## src/rtl/gray_fifo_wptr.sv

```systemverilog
`default_nettype none
// ============================================================================
// Module  : gray_fifo_wptr (with PrefixAnd, IncGrayC)
// Brief   : Write-side pointer stage of a dual-clock FIFO: Gray/binary write
//           pointer, read-pointer synchroniser, registered Full/Level/Overflow.
// Rev     : 1.0  initial release
// ============================================================================

// Prefix AND: o_y[i] = &i_x[i:0]. SPEED 0 is a ripple chain, otherwise a
// log-depth Kogge-Stone tree.
module PrefixAnd #(
    parameter int N     = 4,
    parameter int SPEED = 2
) (
    input  logic [N-1:0] i_x,
    output logic [N-1:0] o_y
);
    generate
        if (SPEED == 0) begin : g_ripple
            logic [N-1:0] w_chain;
            assign w_chain[0] = i_x[0];
            for (genvar i = 1; i < N; i++) begin : g_bit
                assign w_chain[i] = w_chain[i-1] & i_x[i];
            end
            assign o_y = w_chain;
        end else begin : g_tree
            localparam int c_levels = (N > 1) ? $clog2(N) : 1;
            logic [c_levels:0][N-1:0] w_lvl;
            assign w_lvl[0] = i_x;
            for (genvar s = 0; s < c_levels; s++) begin : g_stage
                for (genvar i = 0; i < N; i++) begin : g_bit
                    if (i >= (1 << s)) begin : g_comb
                        assign w_lvl[s+1][i] = w_lvl[s][i] & w_lvl[s][i-(1<<s)];
                    end else begin : g_pass
                        assign w_lvl[s+1][i] = w_lvl[s][i];
                    end
                end
            end
            assign o_y = w_lvl[c_levels];
        end
    endgenerate
endmodule

// Gray incrementer: even parity toggles bit 0, odd parity toggles the bit
// left of the lowest set bit (the MSB when that bit is one of the top two).
module IncGrayC #(
    parameter int N     = 5,
    parameter int SPEED = 2
) (
    input  logic [N-1:0] i_a,
    input  logic         i_ci,
    output logic [N-1:0] o_z
);
    logic         w_par;
    logic [N-2:0] w_low_zero;
    logic [N-1:0] w_zb;
    logic [N-1:0] w_tog;

    PrefixAnd #(
        .N     (N - 1),
        .SPEED (SPEED)
    ) u_pfx (
        .i_x (~i_a[N-2:0]),
        .o_y (w_low_zero)
    );

    assign w_par = ^i_a;
    // w_zb[k]: every bit below position k is zero
    assign w_zb  = {w_low_zero, 1'b1};

    assign w_tog[0]   = ~w_par;
    assign w_tog[N-1] = w_par & (w_zb[N-1] | (i_a[N-2] & w_zb[N-2]));
    generate
        for (genvar i = 1; i < N - 1; i++) begin : g_mid
            assign w_tog[i] = w_par & i_a[i-1] & w_zb[i-1];
        end
    endgenerate

    assign o_z = i_a ^ (w_tog & {N{i_ci}});
endmodule

module gray_fifo_wptr #(
    parameter int width       = 4,
    parameter int speed       = 2,
    parameter int sync_stages = 2
) (
    input  logic             CLK,
    input  logic             RST,
    input  logic             Push,
    input  logic [width:0]   RPtrAsync,
    output logic [width:0]   WPtr,
    output logic [width-1:0] WAddr,
    output logic             WEn,
    output logic             Full,
    output logic [width:0]   Level,
    output logic             Overflow
);
    localparam int c_pw = width + 1;

    logic [sync_stages-1:0][width:0] r_sync;
    logic [width:0] r_bptr;
    logic [width:0] r_gptr;
    logic [width:0] r_level;
    logic           r_full;
    logic           r_ovf;

    logic           w_accept;
    logic [width:0] w_bnext;
    logic [width:0] w_gnext;
    logic [width:0] w_rsync;
    logic [width:0] w_rbin;
    logic [width:0] w_full_pat;

    function automatic logic [width:0] gray2bin(input logic [width:0] g);
        logic [width:0] b;
        b[width] = g[width];
        for (int i = width - 1; i >= 0; i--) begin
            b[i] = b[i+1] ^ g[i];
        end
        return b;
    endfunction

    assign w_accept = Push & ~r_full;
    assign w_bnext  = r_bptr + {{width{1'b0}}, w_accept};
    assign w_rsync  = r_sync[sync_stages-1];
    assign w_rbin   = gray2bin(w_rsync);

    IncGrayC #(
        .N     (c_pw),
        .SPEED (speed)
    ) u_inc (
        .i_a  (r_gptr),
        .i_ci (w_accept),
        .o_z  (w_gnext)
    );

    // Full when the write pointer is exactly one lap ahead of the read pointer
    generate
        if (width == 1) begin : g_full_w1
            assign w_full_pat = ~w_rsync;
        end else begin : g_full_wn
            assign w_full_pat = {~w_rsync[width:width-1], w_rsync[width-2:0]};
        end
    endgenerate

    always_ff @(posedge CLK) begin
        if (RST) begin
            r_sync <= '0;
        end else begin
            r_sync[0] <= RPtrAsync;
            for (int i = 1; i < sync_stages; i++) begin
                r_sync[i] <= r_sync[i-1];
            end
        end
    end

    always_ff @(posedge CLK) begin
        if (RST) begin
            r_bptr  <= '0;
            r_gptr  <= '0;
            r_full  <= 1'b0;
            r_level <= '0;
            r_ovf   <= 1'b0;
        end else begin
            r_bptr  <= w_bnext;
            r_gptr  <= w_gnext;
            r_full  <= (w_gnext == w_full_pat);
            r_level <= w_bnext - w_rbin;
            if (Push && r_full) begin
                r_ovf <= 1'b1;
            end
        end
    end

    assign WPtr     = r_gptr;
    assign WAddr    = r_bptr[width-1:0];
    assign WEn      = w_accept;
    assign Full     = r_full;
    assign Level    = r_level;
    assign Overflow = r_ovf;
endmodule
`default_nettype wire
```

## config.mk

```make
export PLATFORM = sky130hd
export DESIGN_NAME = gray_fifo_wptr
export DESIGN_NICKNAME = d
export VERILOG_FILES = /design/src/rtl/gray_fifo_wptr.sv
export SDC_FILE = /design/constraint.sdc
export NUM_CORES = 1
export LEC_CHECK = 0
export ABC_AREA = 1
export CAP_MARGIN = 20
export CORE_ASPECT_RATIO = 1.25
export CORE_UTILIZATION = 44
export CTS_CLUSTER_SIZE = 24
export DETAILED_ROUTE_END_ITERATION = 12
export PLACE_DENSITY = 0.8
export RECOVER_POWER = 25
export SLEW_MARGIN = 25
export SYNTH_ARGS = -nofsm -noshare
export SYNTH_HDL_FRONTEND = slang
export SYNTH_SLANG_ARGS = --single-unit
```

## constraint.sdc

```tcl
create_clock -name CLK -period 3.05 [get_ports CLK]
set_input_delay 0.61 -clock CLK [delete_from_list [all_inputs] [get_ports CLK]]
set_output_delay 0.61 -clock CLK [all_outputs]
set_load 0.01 [all_outputs]
```

==> impl_metrics.csv <==
group,metric,value,unit
run_status,status,"complete, no violations",
cts,tritoncts,"yes",
logic_synthesis,synth_area,1340,um^2
cts,cts_buffers,3,
detailed_routing,wire_per_inst,10.3,um
cts,cts_setup_buffers,0,
cts,cts.hold.buffers_added,0,
critical_path,cp_max_fo,3,
detailed_routing,drt_wl_total,2480,um
final_layout,final_nets,224,
critical_path,critPathTopFamily,"XOR/XNOR gates",
cts,numClockSinks,27,
global_route,overflow,0,
detailed_routing,vias_per_cell,4.66,
logic_synthesis,synth.avg_cell_area,7.38,um^2
placed_design,placedCellCount,238,
logic_synthesis,seq_area_frac_synth,0.405,
global_route,antenna_found_initial,0,
critical_path,endpoint_kind,"flip-flop",
power_and_ir_drop,fin_total_pwr,0.000798,W
critical_path,regToRegSetupSlack,0.49,ns
timing,worst_pin_slew,0.559,ns
die,core,2920,um^2
die,die_y,63.6,um
die,die_w,51.3,um
cts,htreeDepth,1,
die,die-area,3260,um^2
cts,postCtsResizedCells,0,
placed_design,place_hpwl,1930,um
critical_path,critPathMaxStageDelay,0.41,ns
timing,finalSetupViolations,0,
timing,setup_tns,0,ns
timing,drv_slew,0,
critical_path,crit_path_start_kind,"flip-flop",
critical_path,path_cells,"xnor2_2 -> xor2_2 -> xor2_2 -> xor2_1 -> inv_1 -> ha_1 -> fa_1 -> nor3_1 -> a211oi_1 -> o21ai_0 -> a21oi_1",
logic_synthesis,syn_nets,198,
cts,clkSlewWorstSetupHoldPaths,0.14,ns
timing,slew_headroom,0.627,
final_layout,areaGrowthSynthToFinish,21.9,%
power_and_ir_drop,ir_worst_vdd,0.326,mV
critical_path,worst-setup-path-type,"flip-flop to flip-flop",
die,rows,22,
cts,clock_latency,0.33,ns
placed_design,io_buffers,24,
timing,final.period_utilization,0.841,
critical_path,cp_slowest_cell,"fa_1",
timing,period_needed,2.56,ns
detailed_routing,drc_errors,0,
final_layout,final_cells,242,
detailed_routing,drt_first_iter_violations,18,
critical_path,critical_path_buf_inv_count,1,
timing,final_hold_viol_count,0,
cts,clockBufferDepth,2,
final_layout,regArea,541,um^2
final_layout,drive_gt1_frac,0.0437,
final_layout,final_common_cell,"inv_1",
timing,rsz0062_at_grt,"false",
global_route,grt_pass1_wl,4550,um
logic_synthesis,ys_warn_count,0,
timing,hold_ws,0.412,ns
global_route,grt_pass1_vias,1055,
final_layout,multiInputGateArea,633,um^2
logic_synthesis,syn_inst,181,
run,drv_cap,0,
detailed_routing,ant_nets,0,
logic_synthesis,synth_seq_cells,27,
global_route,grt_usage,0.187,
detailed_routing,drt_first_pass_iters,4,
die,start_util,0.458,
global_route,grt_start_max_net_pins,15,
detailed_routing,vias,1128,
final_layout,final_core_util,0.558,
power_and_ir_drop,powerDensity,490,nW/um^2
critical_path,cp.arrival,2.79,ns
logic_synthesis,synth_cell_types,19,
final_layout,layout_common_cells,"33 x inv_1, 32 x nand2_1, 30 x nor2_1, 27 x dfxtp_1, 23 x clkdlybuf4s50_1",
timing,max_freq,390,MHz
final_layout,fillers,283,
critical_path,critPathRequiredTime,3.28,ns
min_path,min_path_type,"flip-flop to flip-flop",
power_and_ir_drop,p_leak,0.778,nW
die,pin_count,25,
critical_path,cpMostUsedCell,"xor2_2",
cts,ctsRootBufferMaster,"clkbuf_4",
timing,clock_skew,0.00866,ns
final_layout,n_antenna_cell,0,
placed_design,routabilityCongestion,0.828,
worst reg2reg max path: cells and delay by family (launching register included):
kind,cells,cell delay [ns]
XOR/XNOR,4,0.93
adder cells (fa/ha/maj),2,0.61
flip-flops,1,0.37
AO/OA/AOI/OAI,3,0.31
AND/OR/NAND/NOR,1,0.20
buffers and inverters,1,0.05
state kept, by name, summed over array words and instances, names as in the netlist:
| register | count |
|---|---|
| WPtr | 5 |
| w_rsync | 5 |
| Full | 1 |
| r_bptr | 5 |
| Level | 5 |
| Overflow | 1 |
| r_sync | 5 |
report_power, final:
group	switching [W]	total, W	internal [W]
logic	0.000134	0.000246	0.000112
clock network	0.000101	0.000153	0.0000514
registers	0.0000163	0.000399	0.000383
synthesized netlist by cell type (all sizes together):
| master | n | area, um^2 |
|---|---|---|
| nand4 | 2 | 12.5 |
| or2 | 1 | 6.26 |
| nor2 | 30 | 113 |
| nor3 | 2 | 10.0 |
| nand3b | 1 | 7.51 |
| o21ai | 3 | 15.0 |
| nand2 | 32 | 120 |
| buf | 4 | 30.0 |
| dfxtp | 27 | 541 |
| xnor2 | 1 | 16.3 |
| inv | 33 | 124 |
| fa | 1 | 20.0 |
| a211oi | 2 | 15.0 |
| clkbuf | 2 | 7.51 |
| xor2 | 6 | 67.6 |
| nand3 | 20 | 100 |
| ha | 8 | 100 |
| a21oi | 6 | 30.0 |
final timing paths:
kind | from | to | cells after the start
setup / recovery | w_rsync[4] | Level[4] | 11
hold reg to reg | r_sync[3] | w_rsync[3] | 2
setup reg to reg | w_rsync[4] | Level[4] | 11
hold / removal | r_sync[3] | w_rsync[3] | 2
cells by family after synthesis:
kind of cell / Yosys count / synth area share
compound gates: 11 / 0.0450
xor+xnor: 7 / 0.0628
fa+ha+maj: 9 / 0.0900
buf+inv: 39 / 0.121
flops: 27 / 0.405
simple gates: 88 / 0.276
per-stage QoR:
step | setup slack, ns | area (um^2)
3_3_place_gp | 0.241 | 1610
3_5_place_dp | 0.141 | 1610
4_1_cts | 0.458 | 1630
2_1_floorplan | 0.698 | 1340
5_1_grt | 0.235 | 1630
6_report | 0.486 | 1630
final cells by class:
type                       count  area share
sequential                    27       0.332
clock buffer                   4      0.0161
multi-input combinational    115       0.389
tap                           36      0.0277
inverter                      33      0.0761
timing repair buffer          27       0.159
metal layers:
layer  up-vias  wire (um)  track usage
met3         5         58       0.0290
met1       499       1150        0.231
li1        605          -            -
met5         -          0            0
met4         0         68        0.101
met2        19       1200        0.303
Note: power is estimated with default switching activity, not from simulation.
